==> src/rtl/ip_fifo_push_arbiter_pkg.sv <==
`default_nettype none
// ============================================================================
// Module   : ip_fifo_arb_pkg
// Purpose  : FSM state type and width helper for the FIFO push/pop schedulers.
// Revision : 1.0
// ============================================================================
package ip_fifo_arb_pkg;

    typedef enum logic [0:0] {
        ST_IDLE  = 1'b0,
        ST_GRANT = 1'b1
    } arb_state_t;

    // ceil(log2(value)), but never narrower than one bit
    function automatic int clog2_min1(input int value);
        int w;
        w = 1;
        while ((1 << w) < value) begin
            w++;
        end
        return w;
    endfunction

endpackage
`default_nettype wire

==> src/rtl/ip_fifo_push_arbiter_if.sv <==
`default_nettype none
// ============================================================================
// Module   : ip_fifo_push_arbiter_if
// Purpose  : Requester handshake, FIFO push port and status bundle.
// Revision : 1.0
// ============================================================================
interface ip_fifo_push_arbiter_if
    import ip_fifo_arb_pkg::*;
#(
    parameter int NUM_REQ    = 4,
    parameter int FIFO_WIDTH = 32
) ();

    localparam int c_IDX_W = clog2_min1(NUM_REQ);

    logic [NUM_REQ-1:0]            reqValid;
    logic [NUM_REQ*FIFO_WIDTH-1:0] reqData;
    logic [NUM_REQ-1:0]            reqLast;
    logic [NUM_REQ-1:0]            reqReady;
    logic                          fifoFull;
    logic                          fifoPush;
    logic [FIFO_WIDTH-1:0]         fifoData;
    logic [c_IDX_W-1:0]            grantId;
    logic                          busy;
    logic [NUM_REQ-1:0]            starveErr;

    modport slave (
        input  reqValid, reqData, reqLast, fifoFull,
        output reqReady, fifoPush, fifoData, grantId, busy, starveErr
    );

    modport master (
        output reqValid, reqData, reqLast, fifoFull,
        input  reqReady, fifoPush, fifoData, grantId, busy, starveErr
    );

endinterface
`default_nettype wire

==> src/rtl/ip_rr_pick.sv <==
`default_nettype none
// ============================================================================
// Module   : ip_rr_pick
// Purpose  : Combinational round-robin picker: first request above i_last.
// Revision : 1.0
// ============================================================================
module ip_rr_pick
    import ip_fifo_arb_pkg::*;
#(
    parameter int NUM_REQ = 4,
    parameter int IDX_W   = clog2_min1(NUM_REQ)
) (
    input  wire logic [NUM_REQ-1:0] i_req,
    input  wire logic [IDX_W-1:0]   i_last,
    output logic      [IDX_W-1:0]   o_idx,
    output logic                    o_any
);

    logic [IDX_W-1:0] w_cand;

    // Scan from the farthest offset down so the nearest one wins.
    always_comb begin
        o_idx  = '0;
        o_any  = |i_req;
        w_cand = '0;
        for (int k = NUM_REQ; k >= 1; k--) begin
            w_cand = IDX_W'((int'(i_last) + k) % NUM_REQ);
            if (i_req[w_cand]) begin
                o_idx = w_cand;
            end
        end
    end

endmodule
`default_nettype wire

==> src/rtl/ip_fifo_push_arbiter.sv <==
`default_nettype none
// ============================================================================
// Module   : ip_fifo_push_arbiter
// Purpose  : Round-robin burst arbiter for an async FIFO write port.
//            Optional starvation counters: IP_FIFO_ARB_STARVE_EN.
// Revision : 1.0
// ============================================================================
module ip_fifo_push_arbiter
    import ip_fifo_arb_pkg::*;
#(
    parameter int NUM_REQ      = 4,
    parameter int FIFO_WIDTH   = 32,
    parameter int MAX_BURST    = 8,
    parameter int STARVE_LIMIT = 64
) (
    input  wire logic       clock,
    input  wire logic       reset,
    ip_fifo_push_arbiter_if.slave arb
);

    localparam int c_IDX_W  = clog2_min1(NUM_REQ);
    localparam int c_BEAT_W = clog2_min1(MAX_BURST);
    localparam logic [c_BEAT_W-1:0] c_BEAT_LAST = c_BEAT_W'(MAX_BURST - 1);

    arb_state_t            r_state;
    arb_state_t            w_state_nxt;
    logic [c_IDX_W-1:0]    r_grant;
    logic [c_IDX_W-1:0]    r_last_grant;
    logic [c_IDX_W-1:0]    w_pick;
    logic                  w_any;
    logic [c_BEAT_W-1:0]   r_beat_cnt;
    logic                  w_granted;
    logic                  w_xfer;
    logic                  w_release;
    logic [FIFO_WIDTH-1:0] w_sel_data;

    ip_rr_pick #(
        .NUM_REQ (NUM_REQ),
        .IDX_W   (c_IDX_W)
    ) u_pick (
        .i_req   (arb.reqValid),
        .i_last  (r_last_grant),
        .o_idx   (w_pick),
        .o_any   (w_any)
    );

    // Nothing is accepted while reset is high; the burst restarts afterwards.
    assign w_granted = (r_state == ST_GRANT) && !reset;
    assign w_xfer    = w_granted && !arb.fifoFull && arb.reqValid[r_grant];
    assign w_release = w_xfer && (arb.reqLast[r_grant] || (r_beat_cnt == c_BEAT_LAST));

    always_comb begin
        w_sel_data = '0;
        for (int i = 0; i < NUM_REQ; i++) begin
            if (r_grant == c_IDX_W'(i)) begin
                w_sel_data = arb.reqData[i*FIFO_WIDTH +: FIFO_WIDTH];
            end
        end
    end

    always_ff @(posedge clock) begin
        if (reset) begin
            r_state <= ST_IDLE;
        end else begin
            r_state <= w_state_nxt;
        end
    end

    always_comb begin
        w_state_nxt  = r_state;
        arb.reqReady = '0;
        arb.fifoPush = 1'b0;
        arb.fifoData = '0;
        case (r_state)
            ST_IDLE: begin
                if (w_any) begin
                    w_state_nxt = ST_GRANT;
                end
            end
            ST_GRANT: begin
                if (w_granted && !arb.fifoFull) begin
                    arb.reqReady[r_grant] = 1'b1;
                end
                if (w_xfer) begin
                    arb.fifoPush = 1'b1;
                    arb.fifoData = w_sel_data;
                end
                if (w_release) begin
                    w_state_nxt = ST_IDLE;
                end
            end
            default: w_state_nxt = ST_IDLE;
        endcase
    end

    always_ff @(posedge clock) begin
        if (reset) begin
            r_grant      <= '0;
            r_last_grant <= c_IDX_W'(NUM_REQ - 1);
            r_beat_cnt   <= '0;
        end else if (r_state == ST_IDLE) begin
            if (w_any) begin
                r_grant    <= w_pick;
                r_beat_cnt <= '0;
            end
        end else if (w_xfer) begin
            r_beat_cnt <= r_beat_cnt + 1'b1;
            if (w_release) begin
                r_last_grant <= r_grant;
            end
        end
    end

    assign arb.grantId = r_grant;
    assign arb.busy    = (r_state == ST_GRANT);

`ifdef IP_FIFO_ARB_STARVE_EN
    localparam int c_STARVE_W = clog2_min1(STARVE_LIMIT + 1);
    localparam logic [c_STARVE_W-1:0] c_STARVE_MAX = c_STARVE_W'(STARVE_LIMIT);

    logic [NUM_REQ-1:0] w_starve;

    for (genvar gi = 0; gi < NUM_REQ; gi++) begin : g_starve
        logic [c_STARVE_W-1:0] r_wait;
        logic [c_STARVE_W-1:0] w_wait_nxt;
        logic                  r_err;
        logic                  w_owner;
        logic                  w_win;

        assign w_owner = (r_state == ST_GRANT) && (r_grant == c_IDX_W'(gi));
        assign w_win   = (r_state == ST_IDLE) && w_any && (w_pick == c_IDX_W'(gi));

        always_comb begin
            w_wait_nxt = r_wait;
            if (w_win) begin
                w_wait_nxt = '0;
            end else if (arb.reqValid[gi] && !w_owner && (r_wait != c_STARVE_MAX)) begin
                w_wait_nxt = r_wait + 1'b1;
            end
        end

        // Flag on the same edge the counter saturates.
        always_ff @(posedge clock) begin
            if (reset) begin
                r_wait <= '0;
                r_err  <= 1'b0;
            end else begin
                r_wait <= w_wait_nxt;
                if (w_wait_nxt == c_STARVE_MAX) begin
                    r_err <= 1'b1;
                end
            end
        end

        assign w_starve[gi] = r_err;
    end

    assign arb.starveErr = w_starve;
`else
    if (STARVE_LIMIT < 0) begin : g_starve_off
    end

    assign arb.starveErr = '0;
`endif

endmodule
`default_nettype wire

==> src/flat_wrapper.sv <==
// flat-port wrapper written by rule: the top's interface ports become plain ports
module ip_fifo_push_arbiter_flat import ip_fifo_arb_pkg::*;
#(
    parameter int NUM_REQ      = 4,
    parameter int FIFO_WIDTH   = 32,
    parameter int MAX_BURST    = 8,
    parameter int STARVE_LIMIT = 64
)
  (clock, reset, arb_reqValid, arb_reqData, arb_reqLast, arb_fifoFull, arb_reqReady, arb_fifoPush, arb_fifoData, arb_grantId, arb_busy, arb_starveErr);
  ip_fifo_push_arbiter_if #(.NUM_REQ(NUM_REQ), .FIFO_WIDTH(FIFO_WIDTH)) arb_i ();
  input  wire logic clock;
  input  wire logic reset;
  input wire logic [$bits(arb_i.reqValid)-1:0] arb_reqValid;
  input wire logic [$bits(arb_i.reqData)-1:0] arb_reqData;
  input wire logic [$bits(arb_i.reqLast)-1:0] arb_reqLast;
  input wire logic [$bits(arb_i.fifoFull)-1:0] arb_fifoFull;
  output wire logic [$bits(arb_i.reqReady)-1:0] arb_reqReady;
  output wire logic [$bits(arb_i.fifoPush)-1:0] arb_fifoPush;
  output wire logic [$bits(arb_i.fifoData)-1:0] arb_fifoData;
  output wire logic [$bits(arb_i.grantId)-1:0] arb_grantId;
  output wire logic [$bits(arb_i.busy)-1:0] arb_busy;
  output wire logic [$bits(arb_i.starveErr)-1:0] arb_starveErr;
  assign arb_i.reqValid = arb_reqValid;
  assign arb_i.reqData = arb_reqData;
  assign arb_i.reqLast = arb_reqLast;
  assign arb_i.fifoFull = arb_fifoFull;
  assign arb_reqReady = arb_i.reqReady;
  assign arb_fifoPush = arb_i.fifoPush;
  assign arb_fifoData = arb_i.fifoData;
  assign arb_grantId = arb_i.grantId;
  assign arb_busy = arb_i.busy;
  assign arb_starveErr = arb_i.starveErr;
  ip_fifo_push_arbiter #(.NUM_REQ(NUM_REQ), .FIFO_WIDTH(FIFO_WIDTH), .MAX_BURST(MAX_BURST), .STARVE_LIMIT(STARVE_LIMIT)) u_core (.clock(clock), .reset(reset), .arb(arb_i));
endmodule
==> config.mk <==
export PLATFORM = sky130hd
export DESIGN_NAME = ip_fifo_push_arbiter_flat
export DESIGN_NICKNAME = d
export VERILOG_FILES = /design/src/rtl/ip_fifo_push_arbiter_pkg.sv /design/src/rtl/ip_fifo_push_arbiter_if.sv /design/src/rtl/ip_rr_pick.sv /design/src/rtl/ip_fifo_push_arbiter.sv /design/src/flat_wrapper.sv
export SDC_FILE = /design/constraint.sdc
export NUM_CORES = 1
export LEC_CHECK = 0
export BUFFER_PORTS_ARGS = -buffer_cell sky130_fd_sc_hd__clkbuf_2
export CORE_AREA = 2 2 70 72
export CTS_BUF_LIST = sky130_fd_sc_hd__clkbuf_2 sky130_fd_sc_hd__clkbuf_4 sky130_fd_sc_hd__clkbuf_8
export DETAILED_ROUTE_END_ITERATION = 8
export DIE_AREA = 0 0 72 74
export GPL_TIMING_DRIVEN = 0
export PLACE_DENSITY_LB_ADDON = 0.05
export REMOVE_ABC_BUFFERS = 1
export SETUP_SLACK_MARGIN = 0.02
export SYNTH_ARGS = -nofsm -noshare
export SYNTH_HDL_FRONTEND = slang
export SYNTH_SLANG_ARGS = --single-unit
==> constraint.sdc <==
create_clock -name clock -period 2.7 [get_ports clock]
set_clock_uncertainty 0.1 [all_clocks]
set_input_delay 0.54 -clock clock [delete_from_list [all_inputs] [get_ports clock]]
set_output_delay 0.54 -clock clock [all_outputs]
set_load 0.05 [all_outputs]
Yosys cells after proc, flatten, opt, wreduce, memory -nomap -nowiden
Index checks and enable logic that the tools add are counted.

operators by class
  bitwise operators = 1
  equal/unequal tests = 5
  add/subtract/negate cells = 5
  reduce and logical (&&, ||, !) cells = 14
  mux-type cells = 34
  magnitude comparators = 6

operators by type and width
  cell                                                 number
  two-way mux 32 bit                                   6
  < comparator 2 x 3 -> 1 bit, second input constant   5
  binary-select mux 1 bit (select 2 bit)               6
  two-way mux 1 bit                                    11
  two-way mux 3 bit                                    3
  two-way mux 2 bit                                    4
  two-way mux 4 bit                                    2
  logical AND 1 bit                                    5
  adder 2 x 1 -> 2 bit, second input constant          2
  adder 2 bit, second input constant                   2
  equality test 2 bit, second input constant           2
  AND reduction 2 bit                                  2
  OR reduction 4 bit                                   1
  adder 3 x 1 -> 3 bit, second input constant          1
  equality test 3 bit, second input constant           1
  AND reduction 3 bit                                  1
  demux 1 bit (select 2 bit)                           1
  equality test 2 x 1 -> 1 bit, second input constant  1
  >= comparator 2 x 1 -> 1 bit, second input constant  1
  zero test 1 bit                                      2
  zero test 2 bit                                      1
  inequality test 2 bit, second input constant         1
  case mux 1 bit (2 select lines)                      1
  nonzero test 2 bit                                   1
  2 further kinds                                      2

storage, ports and cells
  logic and storage cells = 69
  register bits = 8
  output and inout bits = 44
  input port bits = 139

Logic depth before layout (Yosys ltp)
Gate-level depths: netlist of run 1.

  depth in word-level cells = 7
  depth in mapped cells = 6
  mapped depth without buffers = 5

Cells and area by module
Synthesis of run 1 repeated with hierarchy kept, for this count alone.

second synthesis, totals
  cell total of the unflattened synthesis = 152
  area total of the unflattened synthesis = 1606.5 um^2

by module, submodules not included
  module                area an instance (um^2)  sequential area each (um^2)  instances  cells each
  ip_fifo_push_arbiter  1515.2                   160.2                        1          138
  ip_rr_pick            91.3                     0.0                          1          14

Worst setup path before layout of run 1
OpenSTA, ideal clock, no wires.

  kind = register to output
  start point = register u_core.r_state, in the netlist u_core.arb.busy
  end point = output port arb_reqReady[0]
  data arrival time = 2.219 ns
  slack = -0.159 ns
  buffers on the path = 0
  required time = 2.060 ns
  stages on the path, launching flop included = 4
  cells stage by stage = dfxtp_1 -> inv_1 -> or3_1 -> nor3_1

on the way
  word-level cells in the longest chain between the ends = 4

RTL lines
  element                 line                        source
  start, declared         ip_fifo_push_arbiter.sv:25  arb_state_t r_state;
  start signal, assigned  ip_fifo_push_arbiter.sv:65  r_state <= w_state_nxt;
  logical AND 1 bit       ip_fifo_push_arbiter.sv:48  assign w_granted = (r_state == ST_GRANT) && !reset;
  logical AND 1 bit       ip_fifo_push_arbiter.sv:81  if (w_granted && !arb.fifoFull) begin
  two-way mux 4 bit       ip_fifo_push_arbiter.sv:81
  two-way mux 4 bit (*)   ip_fifo_push_arbiter.sv:74  case (r_state)
  end, declared           flat_wrapper.sv:17          output wire logic [$bits(arb_i.reqReady)-1:0] arb_reqReady;

Every way passes the cells marked *; elsewhere a longest branch is shown, timed or not.

Final worst setup path of run 1
  start point = register u_core.r_grant[0], in the netlist u_core.arb.grantId[0]
  end point = output port arb_fifoData[7]

on the way
  word-level cells in the longest chain between the ends = 7
  elaborated cells between the ends (all ways) = 13
  classes of those cells = eq/ne (3); mux (8); reduce/logical (2)

RTL lines
  element                          line                         source
  start, declared                  ip_fifo_push_arbiter.sv:27   logic [c_IDX_W-1:0] r_grant;
  start signal, assigned           ip_fifo_push_arbiter.sv:103  r_grant <= w_pick;
  zero test 2 bit                  ip_fifo_push_arbiter.sv:55   if (r_grant == c_IDX_W'(i)) begin
  two-way mux 32 bit (4 in a row)  ip_fifo_push_arbiter.sv:55
  two-way mux 32 bit (*)           ip_fifo_push_arbiter.sv:84   if (w_xfer) begin
  two-way mux 32 bit (*)           ip_fifo_push_arbiter.sv:74
  end, declared                    flat_wrapper.sv:19           output wire logic [$bits(arb_i.fifoData)-1:0] arb_fifoData;

Every way passes the cells marked *; elsewhere a longest branch is shown, timed or not. The select of a mux whose other input is x is not followed.

==> key figures, run 1 <==
Critical path
  • Worst-path fanout max: 16
  • Critical-path cell list: mux4_2, and3_1, clkbuf_2
  • Crit path to: arb_fifoData[7]
  • Crit path buf inv count: 1
  • Worst r2r src: u_core.arb.grantId[1]
  • Worst path slowest cell: mux4_2
  • Cell depth of the worst setup path: 3
  • CP delay by family, top: multiplexers
  • Worst path arrival time: ~1.9 ns
  • Crit path from: u_core.arb.grantId[0]
  • Crit Path Class: flop to output pin
  • Crit-path max cell delay: 0.72 ns
  • Critical path capture point type: output pin
  • Startpoint types: flop
  • Reg-to-reg critical path endpoint: u_core.r_last_grant[1]
  • R2R setup slack: 0.66 ns
  • Req. time, crit path: 2.06 ns
  • Depth of the most critical reg-to-reg path: 5

Synthesis
  • Unique masters post-synth: 36
  • Post-synth EDFFs: 0
  • Seq/Total Area, Yosys: 10.3%
  • Synth Area per Inst: 10.4 µm²
  • Post-synth ARST share: 0%
  • #FFs+latches synth: 8
  • YS warnings: 0
  • Gate Count Post-Synth: 149
  • Mapped Area: ~0.0016 mm²
  • Main synth FF type: dfxtp_1

Route
  • Post-route ant nets: 0
  • Initial DRC count: 117
  • DR pass1 iterations: 4
  • Drt via density: 5.34
  • Final wirelength: around 6600 µm
  • Routed WL per cell: 17.8 µm
  • Post-route DRC: 0
  • Vias: 1998

Global route
  • Top Usage Layer GRT: met2
  • Largest net degree at the start of global routing: 42
  • Met1 usage: 32.0%
  • First-pass GRT wire length: 10100 µm
  • Met3 Use GR: around 4.3%
  • Initial antenna violation count: 0
  • Vias in the first global route: 1967
  • GRT Total Usage: 24.5%
  • Remaining global-route overflow: 0
  • GR Util met2: 43.5%

Clock network
  • CTS Buf Count: 3
  • Worst-Skew Late Latency: 0.23 ns
  • TritonCTS clock tree: done
  • Sink Count: 8
  • Clk slew on worst S/H paths: 0.04 ns
  • # hold bufs at CTS: 0
  • CTS root buffer: clkbuf_8
  • Bufs on Longest Clock Path: 2
  • H-tree levels: 1

Floorplanning
  • Die H: roughly 74 µm
  • Num rows: 25
  • I/O pins: between 150 and 200
  • Die X-Extent: 72 µm
  • Starting Density: 33.7%
  • Die Area: 0.00533 mm²
  • Placeable Area: ~0.0046 mm²

Placed design
  • IO Port Bufs: 178
  • GPL Wtd Cong: 0.797
  • Dpl cells: 366
  • HPWL after detailed placement: 5140 µm

Flow run
  • Max Cap Violations: 0

Timing
  • Final Critical Period: between 2 and 3 ns
  • Slew Viols, Final: 0
  • Final period utilization: roughly 95%
  • F_max: ~0.4 GHz
  • Hold_ws: 0.370 ns
  • Final-report hold violation count: 0
  • # setup viols final: 0
  • RSZ-0062 raised after global routing: false

Final layout
  • Layout cells sized above 1: 71.6%
  • Area growth from synthesis to layout: 67.1%
  • Non-filler cells, final: 374
  • # diodes: 0
  • Final nets: 463
  • Most frequent cells in the layout: clkbuf_2 (177), mux4_2 (35), and3_1 (32)
  • Commonest non-fill, non-tap cell in the layout: clkbuf_2

Power
  • P per Cell Area: 281 mW/mm²
  • Total Power: approximately 730 µW
  • Leak Pwr: 0.00140 µW
  • Max VDD drop: 307 µV

Min path
  • Hold Crit Class: flop to flop
  • Hold path startpoint: u_core.r_beat_cnt[2]

Status
  • Outcome: completed
flip-flops by register name (all words and copies together), names as in the netlist:
register	cells
u_core.arb.grantId	2
u_core.r_last_grant	2
u_core.r_beat_cnt	3
u_core.arb.busy	1
worst reg2reg max path, cell delays in order, from the launching register on:
cell and delay [ns]:
dfxtp_2 0.39, buf_12 0.25, mux4_2 0.41, nand2_2 0.17, a221o_1 0.31, a211o_1 0.29
logic make-up after synthesis:
group                      count (synthesis)  share of synthesized area, %
buffers and inverters                     26                          8.06
AOI/OAI and AO/OA                         18                          7.98
and+or+nand+nor                           58                          21.9
other                                      1                         0.242
DFF                                        8                          10.3
adders and majority gates                  2                          1.61
muxes                                     36                          49.9
Yosys cell counts, drive strengths merged (4+ instances only):
cell type  instances  area (µm²)
nand2              5        21.3
inv                5        18.8
o21ai              5        25.0
dfxtp              8         160
clkbuf             9        33.8
nor2               7        26.3
mux4              33         743
and3              32         200
buf               12        72.6
a21oi              4        20.0
power by group:
part | internal [µW] | switching, µW
sequential | 126 | 17.7
clock | 96.4 | 45.0
combinational | 229 | 215
total | 452 | 277
final cells by class:
type / instances / area (µm²)
inverters: 5 / 18.8
repair buffers: 184 / 971
multi-input cells: 120 / 1330
fillers: 428 / 2010
clock buffers: 3 / 41.3
well taps: 54 / 67.6
flip-flops and latches: 8 / 165
worst min-delay path by stage:
stage	endpoint	slack, ns	cells past startpoint
2_1_floorplan	u_core.r_beat_cnt[0]	0.34	1
3_5_place_dp	u_core.r_beat_cnt[2]	0.37	2
4_1_cts	u_core.r_beat_cnt[2]	0.37	2
5_1_grt	u_core.r_beat_cnt[0]	0.39	1
3_3_place_gp	u_core.r_beat_cnt[1]	0.36	2
6_report	u_core.r_beat_cnt[2]	0.37	2
repair_timing:
action / CTS / global route
endpoints found under the setup margin: 33 / 22
pin swaps: 1 / 1
setup buffers: 1 / 2
resized for setup: 3 / 1
cloned: 2 / 0
per-stage QoR:
step                      setup TNS, ns  instance area (µm²)  setup slack [ns]  util [%]
after floorplan                  -45.31                 1460             -1.29         -
after global placement           -61.11                 2410             -1.64      52.5
after detailed placement          -2.55                 2480            -0.120      53.9
after CTS                             0                 2580            0.0439      56.1
after global routing                  0                 2590            0.0245      56.4
final                                 0                 2590             0.136      56.4
routing by layer:
layer  wire length, µm  part of all wire [%]  vias up
li1                  -                     -      945
met1              2620                    40      953
met2              3490                    53       92
met3               448                   6.7        8
met4                78                   1.2        0
met5                 0                     0        -
Power figures use the tool's default switching activity.
==> inputs of run 2 (changes only) <==
Settings changed: CELL_PAD_IN_SITES_DETAIL_PLACEMENT set to 1, CELL_PAD_IN_SITES_GLOBAL_PLACEMENT set to 1, CORE_AREA 2 2 70 72 to not set, CORE_MARGIN set to 1, CORE_UTILIZATION set to 22, DIE_AREA 0 0 72 74 to not set.
==> key figures, run 2 (synthesis results as in run 1) <==
Global route
  • Largest net degree at the start of global routing: 28 (-33%)
  • Remaining global-route overflow: 0 (unchanged)
  • First-pass GRT wire length: 11500 µm (+14%)
  • GRT Total Usage: 20.3% (-4.3 points)
  • Initial antenna violation count: 0 (unchanged)
  • Vias in the first global route: 2069 (+5.2%)

Final layout
  • Design Area, Final: 0.00267 mm² (+2.9%)
  • Register bank with the most flops: u_core.r_beat_cnt
  • Most frequent cells in the layout: clkbuf_2 (178), mux4_2 (34), and3_1 (32)
  • Final nets: 466 (+0.65%)
  • Commonest non-fill, non-tap cell in the layout: clkbuf_2
  • Layout cells sized above 1: 71.8% (+0.26 points)
  • Non-filler cells, final: 419 (+12%)
  • # diodes: 0 (unchanged)
  • Filler instances: 833 (+95%)
  • Max FFs per register: 3 (unchanged)
  • Area growth from synthesis to layout: 72.0%

Floorplanning
  • Die X-Extent: 86.0 µm (+19%)
  • Placeable Area: 0.00679 mm² (+48%)
  • I/O pins: 183 (unchanged)
  • Starting Density: 22.8% (-11 points)
  • Num rows: 30 (+20%)
  • Die H: 86.0 µm (+16%)
  • Die Area: 0.00739 mm² (+39%)

Route
  • Post-route ant nets: 0 (unchanged)
  • Vias: 2051 (+2.7%)
  • DR pass1 iterations: 4 (unchanged)
  • Routed WL per cell: 17.9 µm (+0.58%)
  • Final wirelength: 7480 µm (+13%)
  • Initial DRC count: 54 (-54%)
  • Drt via density: 4.89 (-8.4%)
  • Post-route DRC: 0 (unchanged)

Critical path
  • Worst-path fanout max: 27 (+11)
  • Depth of the most critical reg-to-reg path: 4 (-1)
  • Most frequent CP cell: clkbuf_2
  • Critical-path cell list: clkbuf_2, nor3b_4, buf_16, and3_1, clkbuf_2
  • Startpoint types: input pin
  • Critical path capture point type: output pin
  • Req. time, crit path: 2.06 ns (about the same)
  • Worst path slowest cell: nor3b_4
  • Worst path arrival time: 1.92 ns (about the same)
  • Crit-path max cell delay: 0.49 ns (-0.23 ns)
  • Crit Path Class: input pin to output pin

Clock network
  • H-tree levels: 1 (unchanged)
  • Bufs on Longest Clock Path: 2 (unchanged)
  • CTS Buf Count: 3 (unchanged)
  • TritonCTS clock tree: done
  • # hold bufs at CTS: 0 (unchanged)
  • CTS root buffer: clkbuf_8
  • Sink Count: 8 (unchanged)
  • Worst-Skew Late Latency: 0.23 ns (about the same)
  • Clk slew on worst S/H paths: 0.04 ns (about the same)

Timing
  • Final Critical Period: 2.56 ns (-0.00538 ns)
  • RSZ-0062 raised after global routing: false
  • Final-report hold violation count: 0 (unchanged)
  • Final period utilization: 94.8% (-0.20 points)
  • Slew Viols, Final: 0 (unchanged)
  • # setup viols final: 0 (unchanged)
  • F_max: 0.391 GHz (+0.21%)

Power
  • Leak Pwr: 0.00142 µW (+1.4%)
  • P per Cell Area: 278 mW/mm² (-1.3%)
  • Max VDD drop: 131 µV (-57%)

Min path
  • Hold Crit Class: flop to flop
  • Hold Path Stages: 2 (unchanged)

Status
  • Outcome: completed

Placed design
  • GPL Wtd Cong: 0.772 (-3.1%)
  • HPWL after detailed placement: 5980 µm (+16%)
  • IO Port Bufs: 178 (unchanged)
  • Dpl cells: 408 (+11%)
  • Area after DPL: 0.00254 mm² (+2.6%)

Flow run
  • Max Cap Violations: 0 (unchanged)
## run 2: final timing paths
path	start	to	slack, ns
worst max-delay path	reset	arb_fifoData[21]	0.14
worst min register to register	u_core.r_beat_cnt[2]	u_core.r_beat_cnt[2]	0.37
worst max register to register	u_core.arb.busy	u_core.r_last_grant[1]	0.75
worst min-delay path	u_core.r_beat_cnt[2]	u_core.r_beat_cnt[2]	0.37
## run 2: layout make-up
cell class	instances	area [µm²]	share of cell area, %
inverters	5	18.8	0.703
clock buffers	3	41.3	1.55
well taps	96	120	4.50
flip-flops and latches	8	168	6.28
repair buffers	188	1010	38.0
multi-input cells	119	1310	48.9
## run 2: what timing repair did
| action | in CTS | in global routing |
|---|---|---|
| endpoints found under the setup margin | 34 | 12 |
| gates resized for setup | 2 | 1 |
| buffers inserted | 3 | 4 |
| cloned | 1 | 0 |
## run 2: critical path: cells and delay by family
family	cells	cell delay (ns)
buf+inv	3	0.72
simple gates	2	0.65
## run 2: report_power, final
part           total (µW)  internal (µW)  switching [µW]
sequential            143            126            17.8
clock                 144           96.7            47.8
combinational         453            239             215
## run 2: metal layers
| metal | GRT usage, % | vias to the layer above | share of wire [%] |
|---|---|---|---|
| met5 | 0 | - | 0 |
| met4 | 4.70 | 0 | 1.3 |
| met3 | 1.83 | 8 | 5.8 |
| met2 | 37.2 | 89 | 52 |
| met1 | 25.6 | 1005 | 41 |
| li1 | - | 949 | - |
## run 2: per-stage QoR
stage	total power, µW	setup slack, ns	hold WS (ns)	util, %	setup TNS (ns)
final	741	0.141	0.371	39.3	0
after global routing	793	0.0539	0.394	39.3	0
after CTS	746	0.0754	0.373	38.8	0
after detailed placement	580	-0.257	0.367	37.4	-6.86
after global placement	567	-1.78	0.360	36.3	-65.69
after floorplan	410	-1.29	0.343	-	-45.31
==> inputs of run 3 (changes only) <==
Settings changed: ABC_AREA set to 1, CORE_UTILIZATION 22 to 20.
==> key figures, run 3 <==
Synthesis
  • Count leader, synth: nand2_1
  • Seq/Total Area, Yosys: 9.96% (-0.36 points)
  • Top cell type by total area after synthesis: nand2_1
  • Post-synth EDFFs: 0 (unchanged)
  • Unique masters post-synth: 28 (-22%)
  • Main synth FF type: dfxtp_1
  • Gate Count Post-Synth: 314 (+110%)
  • Post-synth ARST share: 0% (unchanged)
  • YS warnings: 0 (unchanged)
  • Area contributors post-synth: nand2_1 (18%), o21ai_0 (13%), nor2_1 (13%), dfxtp_1 (10%), nand3_1 (8.7%)
  • Synth Area per Inst: 5.12 µm² (-51%)
  • Synth top cells by count: nand2_1 (77), nor2_1 (54), o21ai_0 (43)
  • #FFs+latches synth: 8 (unchanged)
  • Share of the synthesized area in the top cell type: 18.0% (-30 points)
  • Mapped Area: 0.00161 mm² (+3.6%)

Power
  • Net Sw Power: 395 µW (+41%)
  • Clock share of power: 17.9% (-1.6 points)
  • Internal Power: 430 µW (-6.7%)
  • Comb pwr share: 63.9% (+2.7 points)
  • Total Power: 825 µW (+11%)
  • Leak Pwr: 0.00158 µW (+11%)
  • P per Cell Area: 302 mW/mm² (+8.8%)
  • Net Sw Frac: 47.9% (+10 points)
  • Max VDD drop: 120 µV (-8.8%)
  • Seq pwr share: 18.2% (-1.2 points)

Final layout
  • Commonest non-fill, non-tap cell in the layout: clkbuf_2
  • Most frequent cells in the layout: clkbuf_2 (157), nand2_1 (76), nor2_1 (53)
  • FF/Latch Area: 168 µm² (unchanged)
  • Multi-input logic area: 0.00131 mm² (+0.29%)
  • Core Util, Final: 35.2% (-4.1 points)
  • Register bank with the most flops: u_core.r_beat_cnt
  • Final nets: 628 (+35%)
  • Max FFs per register: 3 (unchanged)
  • # diodes: 0 (unchanged)
  • Area growth from synthesis to layout: 69.9%
  • Layout cells sized above 1: 42.7% (-29 points)
  • Filler instances: 1114 (+34%)

Clock network
  • # hold bufs at CTS: 0 (unchanged)
  • Bufs on Longest Clock Path: 2 (unchanged)
  • TritonCTS clock tree: done
  • Sink Count: 8 (unchanged)
  • Clk slew on worst S/H paths: 0.04 ns (about the same)
  • CTS root buffer: clkbuf_8
  • Worst-Skew Late Latency: 0.23 ns (about the same)
  • CTS Buf Count: 3 (unchanged)
  • H-tree levels: 1 (unchanged)

Timing
  • Final Critical Period: 2.57 ns (+0.00989 ns)
  • Setup WS post-layout: 0.131 ns (-0.00989 ns)
  • Final-report hold violation count: 0 (unchanged)
  • Final period utilization: 95.1% (+0.37 points)
  • # setup viols final: 0 (unchanged)
  • RSZ-0062 raised after global routing: true
  • F_max: 0.389 GHz (-0.38%)
  • Slew Viols, Final: 0 (unchanged)

Flow run
  • Max Cap Violations: 0 (unchanged)

Route
  • Post-route DRC: 0 (unchanged)
  • Post-route ant nets: 0 (unchanged)
  • Final wirelength: 9020 µm (+21%)
  • Routed WL per cell: 15.4 µm (-14%)
  • Drt via density: 4.77 (-2.6%)
  • Initial DRC count: 55 (+1.9%)
  • Vias: 2799 (+36%)
  • DR pass1 iterations: 4 (unchanged)

Placed design
  • IO Port Bufs: 178 (unchanged)
  • HPWL after detailed placement: 6270 µm (+4.8%)
  • GPL Wtd Cong: 0.780 (+1.0%)
  • Place WS: -1.69 ns (-1.43 ns)

Floorplanning
  • Die X-Extent: 91.7 µm (+6.6%)
  • Num rows: 32 (+6.7%)
  • Starting Density: 20.7% (-2.1 points)
  • I/O pins: 183 (unchanged)
  • Placeable Area: 0.00777 mm² (+14%)
  • Die H: 91.7 µm (+6.6%)
  • Die Area: 0.00840 mm² (+14%)

Global route
  • First-pass GRT wire length: 14300 µm (+25%)
  • Vias in the first global route: 2905 (+40%)
  • Initial antenna violation count: 0 (unchanged)
  • GRT Total Usage: 21.4% (+1.1 points)
  • Largest net degree at the start of global routing: 26 (-7.1%)
  • Remaining global-route overflow: 0 (unchanged)

Critical path
  • Depth of the most critical reg-to-reg path: 8 (+4)
  • Req. time, crit path: 2.06 ns (about the same)
  • Crit Path Class: flop to output pin
  • Startpoint types: flop
  • Critical path capture point type: output pin
  • Worst-path fanout max: 18 (-33%)
  • Worst path arrival time: 1.93 ns (about the same)

Min path
  • Hold Crit Class: flop to flop
  • Hold Path Stages: 2 (unchanged)

Status
  • Outcome: completed
-- run 3: cell types whose count changed after synthesis, sizes merged, moves of 26 or more --
cell	before	now
nand3	2	28
o21ai	5	66
nor2	7	55
mux4	33	0
nand2	5	80
and3	32	0
-- run 3: path summary, 6_finish.rpt --
| kind | startpoint | end | slack [ns] |
|---|---|---|---|
| worst min register to register | u_core.r_beat_cnt[2] | u_core.r_beat_cnt[2] | 0.36 |
| worst min-delay path | u_core.r_beat_cnt[2] | u_core.r_beat_cnt[2] | 0.36 |
| worst max-delay path | u_core.arb.grantId[0] | arb_fifoData[21] | 0.13 |
| worst max register to register | u_core.arb.grantId[0] | u_core.r_beat_cnt[0] | 0.92 |
-- run 3: kinds of logic after synthesis --
group | count (synthesis) | synth area share (%)
buffers and inverters | 44 | 14.9
AOI/OAI and AO/OA | 91 | 29.8
DFF | 8 | 9.96
and+or+nand+nor | 168 | 43.5
other | 1 | 0.233
adders and majority gates | 2 | 1.56
-- run 3: final cells by class --
type                       instances  area share [%]
clock buffer                       3            1.51
inverter                          19            3.16
multi-input combinational        268            48.0
sequential                         8            6.14
tap                              102            4.67
timing repair buffer             187            36.6
-- run 3: per-layer routing --
metal | global-route usage [%] | vias to the layer above | wire length (µm)
met5 | 0 | - | 0
met4 | 3.44 | 0 | 73
met3 | 4.48 | 6 | 776
met2 | 42.1 | 136 | 4620
met1 | 23.5 | 1263 | 3550
li1 | - | 1394 | -
-- run 3: critical path: stages (launching register included) --
cell	delay, ns
dfxtp_4	0.39
inv_6	0.18
nand2_8	0.14
inv_2	0.09
a21oi_1	0.07
nand2_2	0.16
nand2_8	0.16
nor3_2	0.24
clkbuf_4	0.26
-- run 3: power groups by stage --
stage / combinational (µW) / clock, µW / sequential, µW
3_5_place_dp: 461 / 0 / 166
4_1_cts: 525 / 150 / 150
3_3_place_gp: 453 / 0 / 165
6_report: 527 / 148 / 150
5_1_grt: 589 / 156 / 153
2_1_floorplan: 272 / 0 / 166
-- run 3: what timing repair did --
| action | 4_1_cts | 5_1_grt |
|---|---|---|
| setup buffers | 9 | 0 |
| gates cloned | 3 | 0 |
| resized for setup | 15 | 40 |
| hold endpoints to repair | 0 | 0 |
| setup endpoints to repair | 43 | 30 |
| pin swaps | 3 | 0 |
-- run 3: per-stage QoR --
stage	TNS, ns	area, µm²	hold WS, ns	cells
CTS	0	2680	0.367	587
finish	0	2730	0.363	587
floorplan	-32.96	1460	0.336	292
global placement	-56.07	2480	0.349	572
global route	0	2730	0.395	587
detailed placement	-56.49	2480	0.358	572
